--- src/rtl/stopwatch_ctrl_pkg.sv ---
// Shared definitions for the stopwatch time base: FSM state codes, counter limits
// and the decimal-point decode used by the controller.
package stopwatch_ctrl_pkg;

    typedef enum logic [1:0] {
        ST_STOP  = 2'd0,
        ST_RUN   = 2'd1,
        ST_PAUSE = 2'd2
    } state_e;

    localparam logic [6:0] MSEC_MAX  = 7'd99;
    localparam logic [5:0] SEC_MAX   = 6'd59;
    localparam logic [5:0] MIN_MAX   = 6'd59;
    localparam logic [6:0] DP_THRESH = 7'd50;

    // Blink in RUN (first half second lit), steady in PAUSE, dark otherwise.
    function automatic logic dp_decode(input state_e state, input logic [6:0] msec);
        logic dp;
        case (state)
            ST_RUN:   dp = (msec < DP_THRESH);
            ST_PAUSE: dp = 1'b1;
            default:  dp = 1'b0;
        endcase
        return dp;
    endfunction

endpackage

--- src/rtl/tick_prescaler.sv ---
// Divides the system clock down to one tick every DIV enabled cycles; the partial
// period is kept while disabled and discarded only by an explicit clear.
module tick_prescaler #(
    parameter int DIV = 10
) (
    input  logic i_clk,
    input  logic i_reset,
    input  logic i_en,
    input  logic i_clr,
    output logic o_tick
);

    localparam int            CW   = $clog2(DIV);
    localparam logic [CW-1:0] LAST = CW'(DIV - 1);

    logic [CW-1:0] cnt_r;
    logic [CW-1:0] cnt_next_s;
    logic          tick_s;

    assign tick_s = i_en && !i_clr && (cnt_r >= LAST);

    // Next prescaler count: clear has priority, then count while enabled, else hold.
    always_comb begin
        cnt_next_s = cnt_r;
        if (i_clr) begin
            cnt_next_s = '0;
        end else if (i_en) begin
            if (cnt_r >= LAST) begin
                cnt_next_s = '0;
            end else begin
                cnt_next_s = cnt_r + 1'b1;
            end
        end else begin
            cnt_next_s = cnt_r;
        end
    end

    // Prescaler count register.
    always_ff @(posedge i_clk or posedge i_reset) begin
        if (i_reset) begin
            cnt_r <= '0;
        end else begin
            cnt_r <= cnt_next_s;
        end
    end

    assign o_tick = tick_s;

endmodule

--- src/rtl/stopwatch_ctrl.sv ---
// Run/pause/clear controller for the FND stopwatch: 3-state FSM, centisecond
// prescaler, cascaded msec/sec/min counters, blinking decimal point and wrap pulse.
module stopwatch_ctrl
    import stopwatch_ctrl_pkg::*;
#(
    parameter int CLK_FREQ_HZ = 100_000_000,
    parameter int TICK_HZ     = 100
) (
    input  logic       i_clk,
    input  logic       i_reset,
    input  logic       i_run_stop,
    input  logic       i_clear,
    output logic [6:0] o_msec,
    output logic [5:0] o_sec,
    output logic [5:0] o_min,
    output logic       o_dp,
    output logic [1:0] o_state,
    output logic       o_wrap
);

    localparam int DIV = CLK_FREQ_HZ / TICK_HZ;

    state_e     state_r;
    state_e     state_next_s;
    logic       clear_s;
    logic       tick_s;
    logic       run_s;
    logic       pre_clr_s;
    logic [6:0] msec_r;
    logic [6:0] msec_next_s;
    logic [5:0] sec_r;
    logic [5:0] sec_next_s;
    logic [5:0] min_r;
    logic [5:0] min_next_s;
    logic       msec_carry_s;
    logic       sec_carry_s;
    logic       wrap_next_s;
    logic       dp_r;
    logic       wrap_r;

    // Command decode: clear beats run_stop outside RUN; RUN only honours run_stop.
    always_comb begin
        state_next_s = state_r;
        clear_s      = 1'b0;
        case (state_r)
            ST_STOP: begin
                if (i_clear) begin
                    clear_s      = 1'b1;
                    state_next_s = ST_STOP;
                end else if (i_run_stop) begin
                    state_next_s = ST_RUN;
                end else begin
                    state_next_s = ST_STOP;
                end
            end
            ST_RUN: begin
                if (i_run_stop) begin
                    state_next_s = ST_PAUSE;
                end else begin
                    state_next_s = ST_RUN;
                end
            end
            ST_PAUSE: begin
                if (i_clear) begin
                    clear_s      = 1'b1;
                    state_next_s = ST_STOP;
                end else if (i_run_stop) begin
                    state_next_s = ST_RUN;
                end else begin
                    state_next_s = ST_PAUSE;
                end
            end
            default: begin
                clear_s      = 1'b1;
                state_next_s = ST_STOP;
            end
        endcase
    end

    assign run_s     = (state_r == ST_RUN);
    assign pre_clr_s = clear_s || (state_r == ST_STOP);

    tick_prescaler #(
        .DIV (DIV)
    ) u_prescaler (
        .i_clk   (i_clk),
        .i_reset (i_reset),
        .i_en    (run_s),
        .i_clr   (pre_clr_s),
        .o_tick  (tick_s)
    );

    assign msec_carry_s = tick_s && (msec_r == MSEC_MAX);
    assign sec_carry_s  = msec_carry_s && (sec_r == SEC_MAX);

    // Counter cascade; any out-of-range digit reloads zero on the next tick.
    always_comb begin
        msec_next_s = msec_r;
        sec_next_s  = sec_r;
        min_next_s  = min_r;
        wrap_next_s = 1'b0;
        if (state_next_s == ST_STOP) begin
            msec_next_s = 7'd0;
            sec_next_s  = 6'd0;
            min_next_s  = 6'd0;
        end else if (tick_s) begin
            msec_next_s = (msec_r >= MSEC_MAX) ? 7'd0 : msec_r + 7'd1;
            if (sec_r > SEC_MAX) begin
                sec_next_s = 6'd0;
            end else if (msec_carry_s) begin
                sec_next_s = (sec_r == SEC_MAX) ? 6'd0 : sec_r + 6'd1;
            end else begin
                sec_next_s = sec_r;
            end
            if (min_r > MIN_MAX) begin
                min_next_s = 6'd0;
            end else if (sec_carry_s) begin
                min_next_s  = (min_r == MIN_MAX) ? 6'd0 : min_r + 6'd1;
                wrap_next_s = (min_r == MIN_MAX);
            end else begin
                min_next_s = min_r;
            end
        end else begin
            msec_next_s = msec_r;
            sec_next_s  = sec_r;
            min_next_s  = min_r;
        end
    end

    // State, counters and output flags; dp is registered from next-state values so
    // it tracks the current state and count with no extra delay.
    always_ff @(posedge i_clk or posedge i_reset) begin
        if (i_reset) begin
            state_r <= ST_STOP;
            msec_r  <= 7'd0;
            sec_r   <= 6'd0;
            min_r   <= 6'd0;
            dp_r    <= 1'b0;
            wrap_r  <= 1'b0;
        end else begin
            state_r <= state_next_s;
            msec_r  <= msec_next_s;
            sec_r   <= sec_next_s;
            min_r   <= min_next_s;
            dp_r    <= dp_decode(state_next_s, msec_next_s);
            wrap_r  <= wrap_next_s;
        end
    end

    assign o_msec  = msec_r;
    assign o_sec   = sec_r;
    assign o_min   = min_r;
    assign o_dp    = dp_r;
    assign o_state = state_r;
    assign o_wrap  = wrap_r;

endmodule

--- config.mk ---
export PLATFORM = sky130hd
export DESIGN_NAME = stopwatch_ctrl
export DESIGN_NICKNAME = d
export VERILOG_FILES = /design/src/rtl/stopwatch_ctrl_pkg.sv /design/src/rtl/tick_prescaler.sv /design/src/rtl/stopwatch_ctrl.sv
export SDC_FILE = /design/constraint.sdc
export NUM_CORES = 1
export LEC_CHECK = 0
export CAP_MARGIN = 40
export CORE_ASPECT_RATIO = 0.6
export CORE_MARGIN = 10
export CORE_UTILIZATION = 45
export DETAILED_ROUTE_END_ITERATION = 10
export PLACE_DENSITY_LB_ADDON = 0.05
export SLEW_MARGIN = 20
export SYNTH_ARGS = -nofsm -noshare
export SYNTH_HDL_FRONTEND = slang
export SYNTH_SLANG_ARGS = --single-unit
--- constraint.sdc ---
create_clock -name i_clk -period 4.5 [get_ports i_clk]
set_input_delay 1.125 -clock i_clk [delete_from_list [all_inputs] [get_ports i_clk]]
set_output_delay 1.125 -clock i_clk [all_outputs]
set_load 0.02 [all_outputs]
==> results_dict.tcl, run 1 <==
set metrics [dict create \
    status "finished clean" \
    vias 1916 \
    ys_warn_count 0 \
    cts_buffers 5 \
    grt_use_total 0.130 \
    cts_tree "built" \
    synthArstFlopShare 1.00 \
    nets 299 \
    maxCapViolCount 0 \
    area_delta_synth_final_pct 19.2 \
    io_buffers 26 \
    synth.distinct_cells 46 \
    die_h_um 75.7 \
    drc_errors 0 \
    clk_pin_slew_ps 80 \
    ant_nets 0 \
    nFillCells 486 \
    dr.pass1.iters 4 \
    worst_ep_required_time_ps 4700 \
    globalRouteOverflowTotal 0 \
    ff_latch_area_um2 1080 \
    setup_tns_ps 0 \
    synth.avg_cell_area_um2 9.10 \
    cts_max_level 2 \
    synth_area_um2 2330 \
    io_pins 27 \
    drt_iter0_drc 157 \
    layout_setup_ws_ps 1170 \
    rsz0062_at_grt "no" \
    post_drt_wl_per_cell_um 14.8 \
    hpwl_um 3960 \
    fin_crit_sh 0.739 \
    grt_pass1_vias 1795 \
    synth-seq-area-share 0.462 \
    final_cell_mix "dfrtp_1 (43), nor2_1 (42), clkdlybuf4s50_1 (26)" \
    root_buffer "clkbuf_8" \
    hold_class "reg -> reg" \
    p_per_area_nw_per_um2 321 \
    netlist_instances 256 \
    synth_top_area_frac 0.462 \
    dieWidth_um 113 \
    drive_gt1_frac 0.0727 \
    yosys-top-cells-area "dfrtp_1 (46%), nor2_1 (6.8%), o21ai_0 (4.7%)" \
    path_max_fanout 11 \
    drt-total-wl_um 5260 \
    grt_max_degree 29 \
    ctsResizeCount 0 \
    fin_crit_ps 3330 \
    row_count 20 \
    start_kind "primary input" \
    initial_core_util 0.463 \
    clock_sinks 43 \
    finClkSkew_ps 3.30 \
    synth_edf_count 0 \
    antenna_found_initial 0 \
    hold_viol 0 \
    dp_slack_ps 925 \
    holdBufCountCts 0 \
    p_leak_nw 1.17 \
    rrSetupSlack_ps 1980 \
    ys_seq_elements 43 \
    die-area_um2 8550 \
    ir_worst_vdd_mv 0.162 \
    syn_nets 267 \
    drv_slew 0 \
    diodes 0 \
    cts_buffer_depth 2 \
    via_per_inst 5.40 \
    ys.flop_type "dfrtp_1" \
    final_common_cell "dfrtp_1" \
    holdWs_ps 527 \
    multi_input_area_um2 1210 \
    fmax_ghz 0.301 \
    setup_viol 0 \
    gp_congestion 0.798 \
    end_kind "flip-flop" \
    clock_latency_ps 290 \
    relSlewSlack 0.507 \
    yosysTopAreaCell "dfrtp_1" \
    max_slew.worst_pin.slew_ps 732 \
    critPathKind "in -> reg" \
    worstPathArrival_ps 3520 \
    core-area_um2 5030 \
    cts_setup_buffers 0 \
    grt_pass1_wl_um 9140 \
]
[synth_stat cells (2+ instances only)]
master / n
ha_1: 7
o21ai_0: 22
a31oi_1: 2
a21oi_1: 10
xnor2_1: 8
nand2_1: 24
nor3_1: 6
and3_1: 9
o31ai_1: 6
nand2b_1: 2
inv_1: 7
nand4_1: 2
clkbuf_1: 2
nand4b_1: 4
nor2b_1: 5
nand3_1: 18
a21oi_2: 2
xor2_1: 9
dfrtp_1: 43
nor2_1: 42
[report_power, final]
part	switching, mW	total [mW]	leakage, nW	internal [mW]
logic	0.108	0.183	0.523	0.0757
registers	0.0299	0.439	0.594	0.409
clock network	0.129	0.269	0.0515	0.140
[path summary, 6_finish.rpt]
path | startpoint | to | depth (start not counted)
worst max-delay path | i_clear | o_sec[3]$_DFFE_PP0P_ | 10
worst min-delay path | u_prescaler.cnt_r[19]$_DFFE_PP0P_ | u_prescaler.cnt_r[19]$_DFFE_PP0P_ | 2
worst max register to register | o_msec[0]$_DFFE_PP0P_ | o_dp$_DFF_PP0_ | 8
worst min register to register | u_prescaler.cnt_r[19]$_DFFE_PP0P_ | u_prescaler.cnt_r[19]$_DFFE_PP0P_ | 2
max in group asynchronous | i_reset | o_sec[4]$_DFFE_PP0P_ | 3
min in group asynchronous | i_reset | u_prescaler.cnt_r[0]$_DFFE_PP0P_ | 2
[through the flow]
stage	power [mW]	util	cells	cell area (um2)
4_1_cts	0.903	0.552	355	2780
3_3_place_gp	0.627	0.531	346	2670
2_1_floorplan	0.551	-	256	2330
3_5_place_dp	0.632	0.532	347	2680
6_report	0.892	0.552	355	2780
5_1_grt	0.941	0.552	355	2780
[final cells by class]
class,instances,share of cell area
Multi-Input combinational cell,202,0.435
Sequential cell,43,0.388
Timing Repair Buffer,29,0.102
Clock buffer,8,0.0361
Tap cell,66,0.0297
Inverter,7,0.00946
[kinds of logic after synthesis]
group                      share of synthesized area
buffers and inverters                         0.0188
adders and majority gates                     0.0376
DFF                                            0.462
xor gates and xnor gates                      0.0639
muxes                                        0.00430
and+or+nand+nor                                0.266
AOI/OAI and AO/OA                              0.147
[flip-flops by register name (all words and copies together) (netlist names)]
signal	cells
o_msec	7
o_sec	6
o_dp	1
o_wrap	1
u_prescaler.cnt_r	20
o_min	6
o_state	2
[critical path, cell delays in order]
cell and delay [ps]:
clkdlybuf4s50_1 480, nor3b_1 50, buf_4 170, mux2i_1 250, ha_1 470, inv_1 240
o31a_1 250, inv_1 120, nand3_1 120, o31ai_1 260
[metal layers]
layer  global-route usage  vias to the layer above  wire [um]
met1                0.202                      910       2940
met3               0.0432                        2        347
met4               0.0294                        0         13
met5                    0                        -          0
li1                     -                      969          -
met2                0.160                       35       1970
Power figures use the tool's default switching activity.
==> run 2, diff against run 1 <==
==> constraint.sdc (replaced) <==
create_clock -name i_clk -period 2.8 [get_ports i_clk]
set_input_delay 0.7 -clock i_clk [delete_from_list [all_inputs] [get_ports i_clk]]
set_output_delay 0.7 -clock i_clk [all_outputs]
set_load 0.02 [all_outputs]
==> run 2 against run 1 <==
Compared with the run above:
- clock power rose by 48%
- final cell count grew 3.4%
- combinational power increased by 73%
- sequential power grew 60%
- die area is the same
- cell area grew 2.7%
- hold slack lost 6.3 ps
- critical path type unchanged
- largest cell class unchanged
- flip-flop and latch count unchanged
- largest power group unchanged
==> results_dict.tcl, run 2 (synthesis results as in run 1) <==
set metrics [dict create \
    p_total_mw 1.42 \
    grt_max_degree 17 \
    hold_class "reg -> reg" \
    drive_gt1_frac 0.113 \
    min_to "u_prescaler.cnt_r[19]$_DFFE_PP0P_" \
    initial_core_util 0.463 \
    antenna_found_initial 0 \
    top_register "u_prescaler.cnt_r" \
    hold_viol 0 \
    cts_setup_buffers 0 \
    cts_buffer_depth 2 \
    status "finished clean" \
    fin_cells 367 \
    p_leak_nw 1.23 \
    gp_congestion 0.899 \
    fin_util 0.567 \
    final_common_cell "dfrtp_1" \
    drt_iter0_drc 133 \
    row_count 20 \
    globalRouteOverflowTotal 0 \
    via_per_inst 5.28 \
    holdBufCountCts 0 \
    start_kind "primary input" \
    min_path_cells 2 \
    p_per_area_nw_per_um2 497 \
    ant_nets 0 \
    area_delta_synth_final_pct 22.4 \
    relSlewSlack 0.515 \
    rrSetupSlack_ps 420 \
    nFillCells 455 \
    dr.pass1.iters 4 \
    max_slew.worst_pin.slew_ps 719 \
    io_buffers 26 \
    cts_buffers 5 \
    dp_cells 359 \
    worst_ep_required_time_ps 3000 \
    cts_tree "built" \
    grt_pass1_vias 1778 \
    r2r_cells 8 \
    vias 1939 \
    clk_pin_slew_ps 80 \
    critPathKind "in -> reg" \
    root_buffer "clkbuf_8" \
    largest_reg_flops 20 \
    die-area_um2 8550 \
    rsz0062_at_grt "no" \
    fin_crit_sh 0.885 \
    ctsResizeCount 0 \
    clock_sinks 43 \
    final_cell_mix "dfrtp_1 (43), nor2_1 (42), clkdlybuf4s50_1 (26)" \
    hpwl_um 3970 \
    diodes 0 \
    nets 311 \
    end_kind "flip-flop" \
    drv_slew 0 \
    drt-total-wl_um 5260 \
    reg2reg_from "u_prescaler.cnt_r[0]$_DFFE_PP0P_" \
    fin_crit_ps 2480 \
    dieWidth_um 113 \
    setup_viol 0 \
    grt_pass1_wl_um 8890 \
    core-area_um2 5030 \
    path_max_fanout 9 \
    fmax_ghz 0.404 \
    r2r-end "o_dp$_DFF_PP0_" \
    io_pins 27 \
    cts_max_level 2 \
    setup_tns_ps 0 \
    worstPathArrival_ps 2670 \
    die_h_um 75.7 \
    post_drt_wl_per_cell_um 14.3 \
    drc_errors 0 \
    maxCapViolCount 0 \
    min_from "u_prescaler.cnt_r[19]$_DFFE_PP0P_" \
    grt_use_total 0.128 \
    ir_worst_vdd_mv 0.300 \
    finClkSkew_ps 4.88 \
    clock_latency_ps 300 \
]
[run 2: cell types whose count changed in the layout (fill, tap and decap cells not counted)]
| cell | previous run | this run |
|---|---|---|
| buf_4 | 3 | 15 |
| clkinv_2 | 0 | 3 |
| clkbuf_8 | 7 | 5 |
| clkbuf_1 | 1 | 0 |
[run 2: layer usage]
| layer | GRT usage | part of all wire |
|---|---|---|
| met2 | 0.155 | 0.35 |
| met4 | 0.0378 | 0.012 |
| met3 | 0.0440 | 0.080 |
| met1 | 0.199 | 0.56 |
| met5 | 0 | 0 |
[run 2: worst max path at each step]
| stage | startpoint | end | slack [ps] | depth (start not counted) |
|---|---|---|---|---|
| final | i_run_stop | o_dp$_DFF_PP0_ | 320 | 7 |
| after global routing | i_clear | o_sec[3]$_DFFE_PP0P_ | 110 | 11 |
| after CTS | i_run_stop | o_dp$_DFF_PP0_ | 310 | 7 |
| after detailed placement | i_run_stop | o_dp$_DFF_PP0_ | 5 | 7 |
| after global placement | i_run_stop | o_dp$_DFF_PP0_ | 4 | 7 |
| after floorplan | i_clear | o_min[5]$_DFFE_PP0P_ | 270 | 9 |
[run 2: final cells by class]
cell class | instances | area (um2) | share of cell area
timing repair buffer | 41 | 373 | 0.131
tap | 66 | 82.6 | 0.0290
inverter | 7 | 26.3 | 0.00922
multi-input combinational | 202 | 1210 | 0.424
sequential | 43 | 1080 | 0.378
clock buffer | 5 | 68.8 | 0.0241
clock inverter | 3 | 15.0 | 0.00527
[run 2: worst max-delay path, cell delays in order]
cell,delay [ps]
clkdlybuf4s50_1,510
mux2i_1,240
ha_1,400
buf_4,190
a21oi_2,50
o311a_1,310
a2111oi_2,270
[run 2: through the flow]
stage	area [um2]	setup slack (ps)	hold WS, ps
6_report	2850	323	521
4_1_cts	2850	309	523
2_1_floorplan	2330	269	481
3_3_place_gp	2760	4.41	506
3_5_place_dp	2770	5.08	503
5_1_grt	2850	113	557
[run 2: power breakdown]
| group | internal [mW] | switching [mW] |
|---|---|---|
| Sequential | 0.658 | 0.0446 |
| Combinational | 0.142 | 0.174 |
| Clock | 0.171 | 0.226 |
| Total | 0.971 | 0.445 |
==> run 3, diff against run 2 <==
--- a/config.mk
+++ b/config.mk
@@ -7,7 +7,7 @@
 export LEC_CHECK = 0
 export CAP_MARGIN = 40
 export CORE_ASPECT_RATIO = 0.6
-export CORE_MARGIN = 10
+export CORE_MARGIN = 4
 export CORE_UTILIZATION = 45
 export DETAILED_ROUTE_END_ITERATION = 10
 export PLACE_DENSITY_LB_ADDON = 0.05
==> run 3 against run 2 <==
Compared with the run above:
- clock-buffer cell count up 1
- critical endpoint is now o_min[5]$_DFFE_PP0P_
- hold slack improved by 8.6 ps
- die area is 25% lower
==> results_dict.tcl, run 3 (synthesis results as in run 1) <==
set metrics [dict create \
    status "finished clean" \
    grt_pass1_wl_um 9320 \
    area_delta_synth_final_pct 23.8 \
    design_area_um2 2880 \
    post_drt_wl_per_cell_um 14.8 \
    setup_viol 0 \
    io_buffers 26 \
    worstPathArrival_ps 2720 \
    cts_buffers 5 \
    p_per_area_nw_per_um2 495 \
    grt_max_degree 26 \
    fin_crit_sh 0.905 \
    worst_ep_required_time_ps 2980 \
    diodes 0 \
    p_leak_nw 1.24 \
    clock_latency_ps 290 \
    maxCapViolCount 0 \
    final_cell_mix "dfrtp_1 (43), nor2_1 (42), clkdlybuf4s50_1 (26)" \
    ir_worst_vdd_mv 0.353 \
    ctsResizeCount 0 \
    hold_viol 0 \
    largest_reg_flops 20 \
    cts_buffer_depth 2 \
    gp_congestion 0.898 \
    globalRouteOverflowTotal 0 \
    drt-total-wl_um 5370 \
    holdWs_ps 529 \
    grt_use_total 0.180 \
    cts_max_level 2 \
    nets 311 \
    drc_errors 0 \
    ant_nets 0 \
    relSlewSlack 0.488 \
    drive_gt1_frac 0.110 \
    start_kind "primary input" \
    die_h_um 63.7 \
    fin_crit_ps 2530 \
    hpwl_um 4010 \
    drv_slew 0 \
    dieWidth_um 101 \
    root_buffer "clkbuf_8" \
    grt_pass1_vias 1886 \
    via_per_inst 5.45 \
    antenna_found_initial 0 \
    setup_tns_ps 0 \
    clk_pin_slew_ps 80 \
    nFillCells 448 \
    top_register "u_prescaler.cnt_r" \
    cts_tree "built" \
    drt_iter0_drc 121 \
    core-area_um2 4780 \
    clock_sinks 43 \
    critPathKind "in -> reg" \
    final_common_cell "dfrtp_1" \
    fmax_ghz 0.395 \
    end_kind "flip-flop" \
    path_max_fanout 7 \
    finClkSkew_ps 6.29 \
    io_pins 27 \
    dr.pass1.iters 4 \
    place_area_um2 2770 \
    initial_core_util 0.487 \
    rsz0062_at_grt "no" \
    hold_class "reg -> reg" \
    holdBufCountCts 0 \
    row_count 19 \
    cts_setup_buffers 0 \
    vias 1978 \
    max_slew.worst_pin.slew_ps 761 \
    die-area_um2 6430 \
]
run 3: critical path, stage by stage:
cell	delay, ps
clkdlybuf4s50_1	510
mux2i_1	280
ha_1	380
a31oi_2	90
buf_4	180
a21oi_1	360
o21ba_2	220
run 3: worst paths after layout:
check	slack [ps]	start	endpoint	cells after the start
min in group asynchronous	610	i_reset	o_min[5]$_DFFE_PP0P_	2
max reg2reg	450	u_prescaler.cnt_r[0]$_DFFE_PP0P_	o_dp$_DFF_PP0_	8
max in group asynchronous	1830	i_reset	u_prescaler.cnt_r[6]$_DFFE_PP0P_	3
min reg2reg	530	u_prescaler.cnt_r[0]$_DFFE_PP0P_	u_prescaler.cnt_r[0]$_DFFE_PP0P_	1
max	270	i_run_stop	o_min[5]$_DFFE_PP0P_	7
min	530	u_prescaler.cnt_r[0]$_DFFE_PP0P_	u_prescaler.cnt_r[0]$_DFFE_PP0P_	1
run 3: area by class of cell:
class	count	area [um2]	area share
timing repair buffer	41	405	0.141
sequential	43	1080	0.373
clock buffer	6	82.6	0.0286
inverter	7	26.3	0.00911
tap	63	78.8	0.0273
multi-input combinational	202	1210	0.419
clock inverter	1	5.00	0.00174
run 3: where the power goes:
| group | internal (mW) | switching (mW) |
|---|---|---|
| registers | 0.658 | 0.0445 |
| logic | 0.149 | 0.179 |
| clock network | 0.194 | 0.202 |
run 3: metal layers:
| metal | routed length [um] | part of all wire | global-route usage | vias to the layer above |
|---|---|---|---|---|
| li1 | - | - | - | 988 |
| met1 | 2820 | 0.52 | 0.291 | 916 |
| met2 | 2080 | 0.39 | 0.232 | 72 |
| met3 | 474 | 0.088 | 0.0485 | 2 |
| met4 | 4 | 0.00074 | 0.0403 | 0 |
| met5 | 0 | 0 | 0 | - |
run 3: metrics by stage:
stage | worst slack (ps) | utilization | cells | power, mW
after global placement | 41.8 | 0.578 | 354 | 1.03
after floorplan | 269 | - | 256 | 0.886
after global routing | 124 | 0.603 | 363 | 1.52
after CTS | 295 | 0.598 | 362 | 1.45
after detailed placement | -13.8 | 0.579 | 355 | 1.04
final | 266 | 0.603 | 363 | 1.43
